File: src/rtl/mem_access_arbiter_pkg.sv
// Shared types and constants for the two-port main-memory arbiter.
package mem_arb_pkg;

  localparam int unsigned NUM_REQ    = 2;
  localparam int unsigned LINE_WORDS = 4;

  localparam logic OP_READ  = 1'b0;
  localparam logic OP_WRITE = 1'b1;

  typedef enum logic [1:0] {
    IDLE    = 2'd0,
    ISSUE   = 2'd1,
    RELEASE = 2'd2
  } arb_state_e;

endpackage

File: src/rtl/mem_access_arbiter_if.sv
// Requester and memory-side signals of the arbiter, grouped as one bus.
interface mem_arb_if #(
  parameter int unsigned WIDTH  = 32,
  parameter int unsigned ADDR_W = 10
) ();
  import mem_arb_pkg::*;

  logic [NUM_REQ-1:0]            req_valid;
  logic [NUM_REQ-1:0]            req_write;
  logic [NUM_REQ*ADDR_W-1:0]     req_addr;
  logic [NUM_REQ*WIDTH-1:0]      req_wdata;
  logic [NUM_REQ-1:0]            req_ready;
  logic [NUM_REQ-1:0]            rsp_valid;
  logic                          rsp_err;
  logic [LINE_WORDS*WIDTH-1:0]   rsp_data;

  logic [ADDR_W-1:0]             mem_address;
  logic                          mem_write_en;
  logic                          mem_read_en;
  logic [WIDTH-1:0]              mem_write_data;
  logic                          mem_ready;
  logic [LINE_WORDS*WIDTH-1:0]   mem_read_data;

  // Arbiter side
  modport slave (
    input  req_valid, req_write, req_addr, req_wdata, mem_ready, mem_read_data,
    output req_ready, rsp_valid, rsp_err, rsp_data,
           mem_address, mem_write_en, mem_read_en, mem_write_data
  );

  // Environment side (cache controllers + memory)
  modport master (
    output req_valid, req_write, req_addr, req_wdata, mem_ready, mem_read_data,
    input  req_ready, rsp_valid, rsp_err, rsp_data,
           mem_address, mem_write_en, mem_read_en, mem_write_data
  );

endinterface

File: src/rtl/mem_access_arbiter_rr_arbiter2.sv
// Two-way round-robin grant: on contention the requester that did not win last time wins.
module rr_arbiter2 (
  input  logic [1:0] i_req,
  input  logic       i_last_grant,
  output logic [1:0] o_grant_c,
  output logic       o_grant_idx_c
);

  always_comb begin
    o_grant_idx_c = 1'b0;
    o_grant_c     = 2'b00;
    if (i_req == 2'b11) begin
      o_grant_idx_c = ~i_last_grant;
    end else if (i_req[1]) begin
      o_grant_idx_c = 1'b1;
    end
    if (i_req != 2'b00) begin
      o_grant_c = o_grant_idx_c ? 2'b10 : 2'b01;
    end
  end

endmodule

File: src/rtl/mem_access_arbiter.sv
// Shares single-port main memory between I-cache (port 0) and D-cache (port 1):
// round-robin accept, one memory op at a time, response pulse with timeout guard.
module mem_access_arbiter
  import mem_arb_pkg::*;
#(
  parameter int unsigned WIDTH   = 32,
  parameter int unsigned ADDR_W  = 10,
  parameter int unsigned TIMEOUT = 64
) (
  input  logic     clk,
  input  logic     reset,
  mem_arb_if.slave bus
);

  localparam int unsigned CNT_W = (TIMEOUT > 1) ? $clog2(TIMEOUT) : 1;
  localparam logic [CNT_W-1:0] CNT_LAST = CNT_W'(TIMEOUT - 1);

  arb_state_e                   r_state;
  logic                         r_last_grant;
  logic                         r_owner;
  logic                         r_op;
  logic [ADDR_W-1:0]            r_addr;
  logic [WIDTH-1:0]             r_wdata;
  logic [CNT_W-1:0]             r_cnt;
  logic                         r_we;
  logic                         r_re;
  logic [NUM_REQ-1:0]           r_rsp_valid;
  logic                         r_rsp_err;
  logic [LINE_WORDS*WIDTH-1:0]  r_rsp_data;

  logic [NUM_REQ-1:0]           w_grant;
  logic                         w_gidx;
  logic                         w_sel_op;
  logic [ADDR_W-1:0]            w_sel_addr;
  logic [WIDTH-1:0]             w_sel_wdata;
  logic [NUM_REQ-1:0]           w_owner_oh;

  rr_arbiter2 u_rr (
    .i_req         (bus.req_valid),
    .i_last_grant  (r_last_grant),
    .o_grant_c     (w_grant),
    .o_grant_idx_c (w_gidx)
  );

  // Winner's request fields
  assign w_sel_op    = bus.req_write[w_gidx];
  assign w_sel_addr  = w_gidx ? bus.req_addr[ADDR_W +: ADDR_W] : bus.req_addr[0 +: ADDR_W];
  assign w_sel_wdata = w_gidx ? bus.req_wdata[WIDTH +: WIDTH]  : bus.req_wdata[0 +: WIDTH];
  assign w_owner_oh  = {r_owner, ~r_owner};

  // Accept is only offered while idle
  assign bus.req_ready = (r_state == IDLE) ? w_grant : '0;

  always_ff @(posedge clk) begin
    if (reset) begin
      r_state      <= IDLE;
      r_last_grant <= 1'b1;
      r_owner      <= 1'b0;
      r_op         <= OP_READ;
      r_addr       <= '0;
      r_wdata      <= '0;
      r_cnt        <= '0;
      r_we         <= 1'b0;
      r_re         <= 1'b0;
      r_rsp_valid  <= '0;
      r_rsp_err    <= 1'b0;
      r_rsp_data   <= '0;
    end else begin
      r_rsp_valid <= '0;
      r_rsp_err   <= 1'b0;
      case (r_state)
        IDLE: begin
          if (|bus.req_valid) begin
            r_op         <= w_sel_op;
            r_addr       <= w_sel_addr;
            r_wdata      <= w_sel_wdata;
            r_owner      <= w_gidx;
            r_last_grant <= w_gidx;
            r_cnt        <= '0;
            r_we         <= (w_sel_op == OP_WRITE);
            r_re         <= (w_sel_op == OP_READ);
            r_state      <= ISSUE;
          end
        end
        ISSUE: begin
          if (bus.mem_ready || (r_cnt == CNT_LAST)) begin
            r_we        <= 1'b0;
            r_re        <= 1'b0;
            r_cnt       <= '0;
            r_rsp_valid <= w_owner_oh;
            r_rsp_err   <= ~bus.mem_ready;
            if (bus.mem_ready && (r_op == OP_READ)) begin
              r_rsp_data <= bus.mem_read_data;
            end
            r_state     <= RELEASE;
          end else begin
            r_cnt <= r_cnt + CNT_W'(1);
          end
        end
        RELEASE: begin
          // Wait out a lingering ready so it cannot complete the next op
          if (!bus.mem_ready || (r_cnt == CNT_LAST)) begin
            r_cnt   <= '0;
            r_state <= IDLE;
          end else begin
            r_cnt <= r_cnt + CNT_W'(1);
          end
        end
        default: r_state <= IDLE;
      endcase
    end
  end

  assign bus.rsp_valid      = r_rsp_valid;
  assign bus.rsp_err        = r_rsp_err;
  assign bus.rsp_data       = r_rsp_data;
  assign bus.mem_address    = r_addr;
  assign bus.mem_write_data = r_wdata;
  assign bus.mem_write_en   = r_we;
  assign bus.mem_read_en    = r_re;

endmodule
File: src/flat_wrapper.sv
// flat-port wrapper written by rule: the top's interface ports become plain ports
module mem_access_arbiter_flat import mem_arb_pkg::*;
#(
  parameter int unsigned WIDTH   = 32,
  parameter int unsigned ADDR_W  = 10,
  parameter int unsigned TIMEOUT = 64
)
  (clk, reset, bus_req_valid, bus_req_write, bus_req_addr, bus_req_wdata, bus_mem_ready, bus_mem_read_data, bus_req_ready, bus_rsp_valid, bus_rsp_err, bus_rsp_data, bus_mem_address, bus_mem_write_en, bus_mem_read_en, bus_mem_write_data);
  mem_arb_if #(.WIDTH(WIDTH), .ADDR_W(ADDR_W)) bus_i ();
  input  logic clk;
  input  logic reset;
  input wire logic [$bits(bus_i.req_valid)-1:0] bus_req_valid;
  input wire logic [$bits(bus_i.req_write)-1:0] bus_req_write;
  input wire logic [$bits(bus_i.req_addr)-1:0] bus_req_addr;
  input wire logic [$bits(bus_i.req_wdata)-1:0] bus_req_wdata;
  input wire logic [$bits(bus_i.mem_ready)-1:0] bus_mem_ready;
  input wire logic [$bits(bus_i.mem_read_data)-1:0] bus_mem_read_data;
  output wire logic [$bits(bus_i.req_ready)-1:0] bus_req_ready;
  output wire logic [$bits(bus_i.rsp_valid)-1:0] bus_rsp_valid;
  output wire logic [$bits(bus_i.rsp_err)-1:0] bus_rsp_err;
  output wire logic [$bits(bus_i.rsp_data)-1:0] bus_rsp_data;
  output wire logic [$bits(bus_i.mem_address)-1:0] bus_mem_address;
  output wire logic [$bits(bus_i.mem_write_en)-1:0] bus_mem_write_en;
  output wire logic [$bits(bus_i.mem_read_en)-1:0] bus_mem_read_en;
  output wire logic [$bits(bus_i.mem_write_data)-1:0] bus_mem_write_data;
  assign bus_i.req_valid = bus_req_valid;
  assign bus_i.req_write = bus_req_write;
  assign bus_i.req_addr = bus_req_addr;
  assign bus_i.req_wdata = bus_req_wdata;
  assign bus_i.mem_ready = bus_mem_ready;
  assign bus_i.mem_read_data = bus_mem_read_data;
  assign bus_req_ready = bus_i.req_ready;
  assign bus_rsp_valid = bus_i.rsp_valid;
  assign bus_rsp_err = bus_i.rsp_err;
  assign bus_rsp_data = bus_i.rsp_data;
  assign bus_mem_address = bus_i.mem_address;
  assign bus_mem_write_en = bus_i.mem_write_en;
  assign bus_mem_read_en = bus_i.mem_read_en;
  assign bus_mem_write_data = bus_i.mem_write_data;
  mem_access_arbiter #(.WIDTH(WIDTH), .ADDR_W(ADDR_W), .TIMEOUT(TIMEOUT)) u_core (.clk(clk), .reset(reset), .bus(bus_i));
endmodule
File: config.mk
export PLATFORM = sky130hd
export DESIGN_NAME = mem_access_arbiter_flat
export DESIGN_NICKNAME = d
export VERILOG_FILES = /design/src/rtl/mem_access_arbiter_pkg.sv /design/src/rtl/mem_access_arbiter_if.sv /design/src/rtl/mem_access_arbiter_rr_arbiter2.sv /design/src/rtl/mem_access_arbiter.sv /design/src/flat_wrapper.sv
export SDC_FILE = /design/constraint.sdc
export NUM_CORES = 1
export LEC_CHECK = 0
export CAP_MARGIN = 20
export CORE_AREA = 2 2 153 155
export CTS_CLUSTER_SIZE = 12
export DETAILED_ROUTE_END_ITERATION = 6
export DIE_AREA = 0 0 155 157
export PLACE_DENSITY_LB_ADDON = 0.1
export SYNTH_ARGS = -nofsm -noshare
export SYNTH_HDL_FRONTEND = slang
export SYNTH_SLANG_ARGS = --single-unit
File: constraint.sdc
create_clock -name clk -period 2.1 [get_ports clk]
set_input_delay 0.63 -clock clk [delete_from_list [all_inputs] [get_ports clk]]
set_output_delay 0.63 -clock clk [all_outputs]
set_load 0.1 [all_outputs]
; ---- Word level (Yosys, flattened, before mapping)
; Index checks and enable logic that the tools add are counted.
; W data, S select, Z words.
[word_totals]
register_bits = 186
inputBits = 219
output_inout_bits = 177
[classes]
addsub = 1
order_cmp = 1
n_eq_ne = 7
muxes = 22
bitwise_logic = 7
reduce_logical = 15
[op_table]
columns = cell, n
row1 = $mux W32, 1
row2 = $mux W6, 3
row3 = $pmux W6 S3, 1
row4 = $mux W2, 6
row5 = $mux W10, 1
row6 = $reduce_and A3 Y1, 3
row7 = $mux W1, 7
row8 = $not A1 Y1, 7
row9 = $add A6 B1 Y6 const B, 1
row10 = $eq A6 B6 Y1 const B, 1
row11 = $pmux W2 S3, 1
row12 = $eq A2 B2 Y1 const B, 2
row13 = $ne A2 B1 Y1 const B, 2
row14 = $pmux W1 S2, 2
row15 = $reduce_and A2 Y1, 2
row16 = $reduce_bool A2 Y1, 2
row17 = $reduce_bool A3 Y1, 1
row18 = $reduce_or A3 Y1, 1
row19 = $eq A2 B1 Y1 const B, 1
row20 = $logic_not A2 Y1, 1
row21 = $logic_or A1 B1 Y1, 2
row22 = $lt A1 B2 Y1 const B, 1
row23 = $ne A2 B2 Y1 const B, 1
row24 = $reduce_or A2 Y1, 1
row25 = 2 further kinds, 2

; ---- Longest topological paths before layout
; Gate-level depths: netlist of run 1.
[logic_depth]
depth_word = 7
depth_mapped = 8

; ---- Modules after synthesis
; A second synthesis of run 1 with hierarchy kept.
[hier_totals]
hier_cells = 838
hier_area_um2 = 7103.1
[modules_own_cells]
columns = mod, instances, cells_per_inst, area_each_um2, seq_area_each_um2
row1 = mem_access_arbiter, 1, 834, 7076.8, 3723.6
row2 = rr_arbiter2, 1, 4, 26.3, 0.0

; ---- Least setup slack after synthesis of run 1
; OpenSTA, ideal clock, no wires.
[synth_path]
path_kind = register to output
startpoint = reg u_core.r_state[0]
endpoint = out bus_req_ready[0]
arrival_time_ps = 1435
t_required_ps = 1470
path_slack_ps = 35
stages_incl_launch_ff = 7
path_buffers = 2
path_cell_list = dfxtp_1 > inv_1 > ha_1 > buf_2 > nand2_1 > a21oi_1 > buf_2
[synth_between]
elab_chain_len = 2
[synth_lines]
columns = element, line_no
row1 = start: declaration, mem_access_arbiter.sv:18  ; arb_state_e r_state;
row2 = start signal: assignment, mem_access_arbiter.sv:56  ; r_state <= IDLE;
row3 = start signal: assignment, mem_access_arbiter.sv:82  ; r_state <= ISSUE;
row4 = start signal: assignment, mem_access_arbiter.sv:95  ; r_state <= RELEASE;
row5 = $logic_not A2 Y1, mem_access_arbiter.sv:52  ; assign bus.req_ready = (r_state == IDLE) ? w_grant : '0;
row6 = $mux W2, mem_access_arbiter.sv:52
row7 = end: declaration, flat_wrapper.sv:18  ; output wire logic [$bits(bus_i.req_ready)-1:0] bus_req_ready;
; No other way between the ends.

; ---- Worst setup path in the final report of run 1
[layout_path]
startpoint = reg u_core.r_state[1]
endpoint = out bus_req_ready[1]
; The elaborated chain is that of the path after synthesis.

==> results of run 1 <==
## worst max path at each step
| stage | startpoint | end |
|---|---|---|
| after floorplan | u_core.r_state[0] | bus_req_ready[0] |
| after global placement | bus_req_valid[0] | bus_req_ready[1] |
| after detailed placement | bus_req_valid[1] | u_core.bus.mem_address[5] |
| after CTS | u_core.r_state[1] | bus_req_ready[1] |
| after global routing | u_core.r_state[1] | bus_req_ready[0] |
| final | u_core.r_state[1] | bus_req_ready[1] |
## metrics by stage
stage,total power (uW),hold WS [ps],area [um^2],TNS [ps]
after CTS,12300,459,13500,0
after floorplan,6850,412,6710,0
after detailed placement,8930,434,12900,-14470
final,12200,455,13600,0
after global placement,8900,427,12900,-12660
after global routing,12700,482,13600,0
## cells in the final DEF, fill, tap and decap left out, types with 3 or more instances in the layout
cell type and instances:
nand2_1 258, clkdlybuf4s50_1 215, buf_12 186, dfxtp_1 184, a21oi_1 134, nor2_1 54, a222oi_1 40, buf_4 34
clkbuf_16 17, o21ai_0 5, xnor2_1 5, inv_2 4, mux2i_1 4, clkinvlp_4 4, inv_6 4, a211oi_1 3
ha_1 3, bufinv_16 3, buf_6 3
## kinds of logic (layout without fill, tap and decap cells)
group	count (synthesis)	after routing	synth area share, %
multiplexers	4	4	0.597
adder cells (fa/ha/maj)	4	4	0.746
XOR/XNOR	5	5	0.653
flip-flops	186	186	55.5
AO/OA/AOI/OAI	193	193	18.1
AND/OR/NAND/NOR	330	330	19.4
buffers and inverters	69	476	5.00
## repair_timing
action | 4_1_cts | 5_1_grt
pin swaps | 3 | 1
gates cloned | 0 | 0
resized for setup | 14 | 3
setup buffers | 3 | 5
endpoints found under the setup margin | 2 | 2
## metal layers
layer / routed length (um) / part of all wire, % / up-vias
met1: 9620 / 40 / 3228
met3: 2150 / 8.9 / 31
li1: - / - / 3468
met4: 551 / 2.3 / 0
met2: 11900 / 49 / 297
met5: 0 / 0 / -
## report_power, final
part	internal [uW]	total, uW	switching, uW
Sequential	3820	4120	296
Combinational	1890	4780	2890
Clock	1880	3300	1420
Total	7590	12200	4610
## cell usage after synthesis
cell type  instances
a211o_1            1
a211oi_1           3
a21boi_4           1
a21o_1             1
a21oi_1          135
a222oi_1          40
a2bb2oi_2          1
a311oi_1           1
a31oi_1            1
and2_1             1
and3_1             1
buf_2             37
buf_6              4
clkbuf_1          22
dfxtp_1          186
ha_1               4
inv_1              4
inv_2              2
mux2i_1            4
nand2_1          259
nand2b_1           2
nand3_1            1
nand3b_1           1
nand4b_1           1
nor2_1            54
nor2b_1            1
nor3_1             3
nor3b_1            1
nor4b_2            2
o21a_1             1
o21ai_0            6
o21ai_1            1
o21bai_1           1
or3_1              3
xnor2_1            5
## worst register-to-register path, stage by stage, from the launching register on
cell	delay (ps)
dfxtp_2	340
inv_2	50
ha_4	170
nand2_2	80
a21oi_4	50
buf_4	130
buf_4	140
buf_4	220
buf_4	170
a222oi_1	350
nor2_1	70
## registers in the layout, indices dropped and copies added (netlist names), 2 cells and up
signal,cells
u_core.bus.rsp_valid,2
u_core.bus.rsp_data,128
u_core.bus.mem_write_data,32
u_core.r_state,2
u_core.bus.mem_address,10
u_core.r_cnt,6
## layout make-up
class,count,area (um^2)
fill,1914,8930
timing repair buffer,440,6170
sequential,186,3730
multi-input combinational,536,2700
clock buffer,18,429
tap,285,357
clock inverter,12,164
inverter,6,22.5
==> flow_summary_export.csv, run 1 <==
group,metric,value,unit
setup_path,critical_path_depth,5,
grt,antenna_found_initial,0,
grt,grt.busiest_layer,"met2",
grt,grt_usage,19.2,%
setup_path,critPathKind,"flop to output port",
setup_path,crit_family,"buffers and inverters",
synth,netlist_top_cells_area,"dfxtp_1 56%, nand2_1 14%, a21oi_1 10%",
power,peakVddDrop,509,uV
detailed_routing,drc,0,
floorplan,rows,55,
timing,setup_viol,0,
setup_path,rr_startpoint,"u_core.r_state[1]",
setup_path,max_stage_delay,330,ps
synth,synth_seq_cells,186,
clock_network,tritoncts,"yes",
grt,grt_max_degree,67,
power,leakage,0.00504,uW
setup_path,path_cells,"inv_2, ha_4, buf_6, and2_4, buf_12",
place,place_ws,-310,ps
floorplan,fp.dieW,155,um
floorplan,core,0.0225,mm^2
timing,rsz0062_at_grt,"no",
timing,setup_slack,60.6,ps
worst_hold_path,hold_start,"u_core.r_owner",
cells_and_area,antenna_cells,0,
synth,syn-num-nets,1014,
synth,ys_types,35,
status,outcome,"completed",
timing,maxSlewViolCount,0,
setup_path,r2r-end,"u_core.bus.mem_write_data[15]",
worst_hold_path,min_to,"u_core.bus.rsp_valid[1]",
setup_path,rrSetupSlack,210,ps
timing,max_slew.worst_pin.slew,477,ps
cells_and_area,drive_gt1_share,22.6,%
power,p_per_area,899,mW/mm^2
cells_and_area,final_cells,1483,
clock_network,clock_path_buffers,2,
cells_and_area,final_core_utilization,60.3,%
place,gp_congestion,0.758,
clock_network,h-tree-depth,4,
setup_path,crit_fanout,4,
cells_and_area,nets,1410,
timing,finClkSkew,9.68,ps
grt,grt_overflow,0,
synth,synth_top_area_share,55.5,%
detailed_routing,wl_per_cell,16.3,um
setup_path,startpoint_type,"flop",
floorplan,io_pins,396,
timing,max_clock_freq,490,MHz
run,maxCapViolCount,0,
synth,yosysWarnings,0,
setup_path,cp_num_buf_inv,3,
detailed_routing,ant_nets,0,
timing,post-route-min-period,2040,ps
floorplan,dieArea,0.0243,mm^2
worst_hold_path,holdPathStages,2,
grt,use_met3,6.83,%
place,dp_cells,1445,
setup_path,worst_path_max_delay_cell,"dfxtp_2",
setup_path,crit_arrival,1410,ps
synth,synth_cells,791,
grt,grt_pass1_wl,36800,um
grt,met2_usage,32.8,%
clock_network,ctsHoldBuffers,0,
detailed_routing,dr_total_vias,7024,
clock_network,clock-sinks,186,
timing,timing.slew.headroom,68.2,%
detailed_routing,wl,24200,um
clock_network,clkTransAtPathRegs,70,ps
synth,seq_area_frac_synth,55.5,%
place,port_buffers,395,
setup_path,end_kind,"output port",
synth,synth.avg_cell_area,8.48,um^2
floorplan,start_util,29.8,%
detailed_routing,drtIter0Drc,479,
cells_and_area,synthToLayoutAreaGrowth,102,%
synth,yosys.area.top_type,"dfxtp_1",
timing,final_hold_viol_count,0,
grt,grt_pass1_vias,6674,
detailed_routing,dr.pass1.iters,7,
place,place.detailed.hpwl,17900,um
timing,period_share,97.1,%
synth,mappedNetlistArea,0.00671,mm^2
detailed_routing,via_per_inst,4.74,
clock_network,cts.root.buffer_cell,"clkbuf_16",
clock_network,cts_made_buffers,17,
worst_hold_path,hold_path.class,"flop to flop",
setup_path,reg2reg_depth,10,
grt,grt_util_met1,22.5,%
setup_path,crit_required,1470,ps
floorplan,die_h,157,um
clock_network,insertion_delay,430,ps
Power figures use the tool's default switching activity.
==> run 2, diff against run 1 <==
==> constraint.sdc (replaced) <==
create_clock -name clk -period 2.1 [get_ports clk]
set_input_delay 0.42 -clock clk [delete_from_list [all_inputs] [get_ports clk]]
set_output_delay 0.42 -clock clk [all_outputs]
set_load 0.1 [all_outputs]
==> flow_summary_export.csv, run 2 (synthesis results as in run 1) <==
group,metric,value,unit
worst_hold_path,hold_path.class,"primary input to flop",
power,peakVddDrop,508,uV
timing,maxSlewViolCount,0,
place,port_buffers,395,
clock_network,tritoncts,"yes",
power,switchingPower,4520,uW
clock_network,insertion_delay,430,ps
power,pwr-share-comb,35.9,%
timing,setup_viol,0,
grt,grt_overflow,0,
cells_and_area,synthToLayoutAreaGrowth,67.0,%
place,place.detailed.hpwl,16900,um
power,seqPwrFrac,35.7,%
clock_network,clock_path_buffers,2,
timing,timing.slew.headroom,68.4,%
power,p_clk_share,28.4,%
detailed_routing,drc,0,
cells_and_area,largest_reg_flops,128,
floorplan,dieArea,0.0243,mm^2
timing,final_hold_viol_count,0,
detailed_routing,wl_per_cell,15.9,um
power,p_per_area,995,mW/mm^2
setup_path,worst_path_max_delay_cell,"dfxtp_1",
power,power.total,11100,uW
status,outcome,"completed",
setup_path,path_cells,"inv_1, ha_4, nand2_1, a21oi_2, buf_12, buf_12",
detailed_routing,wl,23300,um
cells_and_area,final_cell_mix,"259 x nand2_1, 215 x clkdlybuf4s50_1, 191 x buf_4, 186 x dfxtp_1, 134 x a21oi_1",
detailed_routing,via_per_inst,4.69,
timing,finClkSkew,15.5,ps
setup_path,startpoint_type,"flop",
timing,max_clock_freq,501,MHz
cells_and_area,fill_cells,2242,
cells_and_area,drive_gt1_share,20.8,%
floorplan,rows,55,
setup_path,rrSetupSlack,270,ps
clock_network,h-tree-depth,4,
timing,max_slew.worst_pin.slew,474,ps
setup_path,crit_arrival,1580,ps
setup_path,critPathKind,"flop to output port",
power,leakage,0.00444,uW
floorplan,die_h,157,um
setup_path,end_kind,"output port",
setup_path,crit_top_cell,"buf_12",
grt,grt_pass1_vias,6527,
detailed_routing,dr.pass1.iters,7,
timing,rsz0062_at_grt,"no",
grt,grt_usage,18.2,%
grt,antenna_found_initial,0,
clock_network,clkTransAtPathRegs,70,ps
place,gp_congestion,0.743,
power,swShare,40.6,%
clock_network,cts.root.buffer_cell,"clkbuf_16",
cells_and_area,final_common_cell,"nand2_1",
run,maxCapViolCount,0,
floorplan,io_pins,396,
clock_network,cts_made_buffers,17,
setup_path,max_stage_delay,320,ps
setup_path,crit_required,1680,ps
clock_network,clock-sinks,186,
cells_and_area,antenna_cells,0,
setup_path,crit_fanout,7,
timing,post-route-min-period,2000,ps
detailed_routing,dr_total_vias,6866,
cells_and_area,final_core_utilization,49.8,%
grt,grt_max_degree,79,
cells_and_area,nets,1390,
detailed_routing,ant_nets,0,
grt,grt_pass1_wl,35200,um
floorplan,fp.dieW,155,um
floorplan,start_util,29.8,%
power,internal_power,6620,uW
timing,period_share,95.1,%
floorplan,core,0.0225,mm^2
detailed_routing,drtIter0Drc,529,
[run 2: changes by cell type in the layout (fill, tap and decap cells not counted), moves of 2 or more]
cell / delta
buf_12: -175
buf_4: +157
clkinvlp_4: -4
inv_8: +4
bufinv_16: -3
buf_6: -2
clkbuf_2: -2
clkbuf_8: +2
dfxtp_1: +2
dfxtp_2: -2
inv_6: +2
[run 2: stage by stage]
| stage | TNS [ps] | hold WS, ps | instances | instance area, um^2 | worst slack, ps |
|---|---|---|---|---|---|
| floorplan | 0 | 412 | 791 | 6710 | 245 |
| global placement | -7920 | 443 | 1430 | 10600 | -197 |
| detailed placement | -430 | 447 | 1431 | 10600 | -28.9 |
| CTS | 0 | 384 | 1463 | 11200 | 5.86 |
| global route | 0 | 407 | 1465 | 11200 | 9.55 |
| finish | 0 | 400 | 1465 | 11200 | 104 |
[run 2: final timing paths]
path,from,to,cells past startpoint
worst max-delay path,u_core.r_state[1],bus_req_ready[0],6
worst max register to register,u_core.r_state[1],u_core.bus.rsp_data[109],7
worst min register to register,u_core.r_owner,u_core.bus.rsp_valid[1],2
worst min-delay path,reset,u_core.bus.rsp_data[84],2
[run 2: per-layer routing]
metal | global-route usage, % | part of all wire, % | vias up
met5 | 0 | 0 | -
met4 | 5.42 | 1.5 | 0
met3 | 5.51 | 7.8 | 24
met2 | 31.4 | 49 | 275
met1 | 22.0 | 42 | 3128
li1 | - | - | 3439
[run 2: timing repair]
| action | in CTS | in global routing |
|---|---|---|
| resized for setup | 3 | 2 |
| hold buffers | 0 | 0 |
| endpoints found under the setup margin | 1 | 2 |
| endpoints found under the hold margin | 0 | 0 |
| pin swaps | 1 | 1 |
| buffers inserted | 0 | 2 |
[run 2: power by group through the flow]
stage | registers [uW] | clock network (uW) | logic (uW)
2_1_floorplan | 5960 | 0 | 892
3_5_place_dp | 4050 | 0 | 4000
3_3_place_gp | 4050 | 0 | 3980
5_1_grt | 4010 | 3410 | 4200
4_1_cts | 3980 | 3290 | 4020
6_report | 3980 | 3160 | 4010
[run 2: area by class of cell]
cell class	count	area [um^2]	area share, %
tap	285	357	3.18
multi-input combinational	536	2680	24.0
clock inverter	12	115	1.03
sequential	186	3720	33.3
inverter	6	22.5	0.201
clock buffer	20	457	4.08
timing repair buffer	420	3840	34.3
[run 2: worst max-delay path, delay by kind of cell, from the launching register on]
kind	cells	cell delay, ps
buffers and inverters	3	400
flip-flops	1	320
adder cells (fa/ha/maj)	1	190
AO/OA/AOI/OAI	1	160
AND/OR/NAND/NOR	1	70
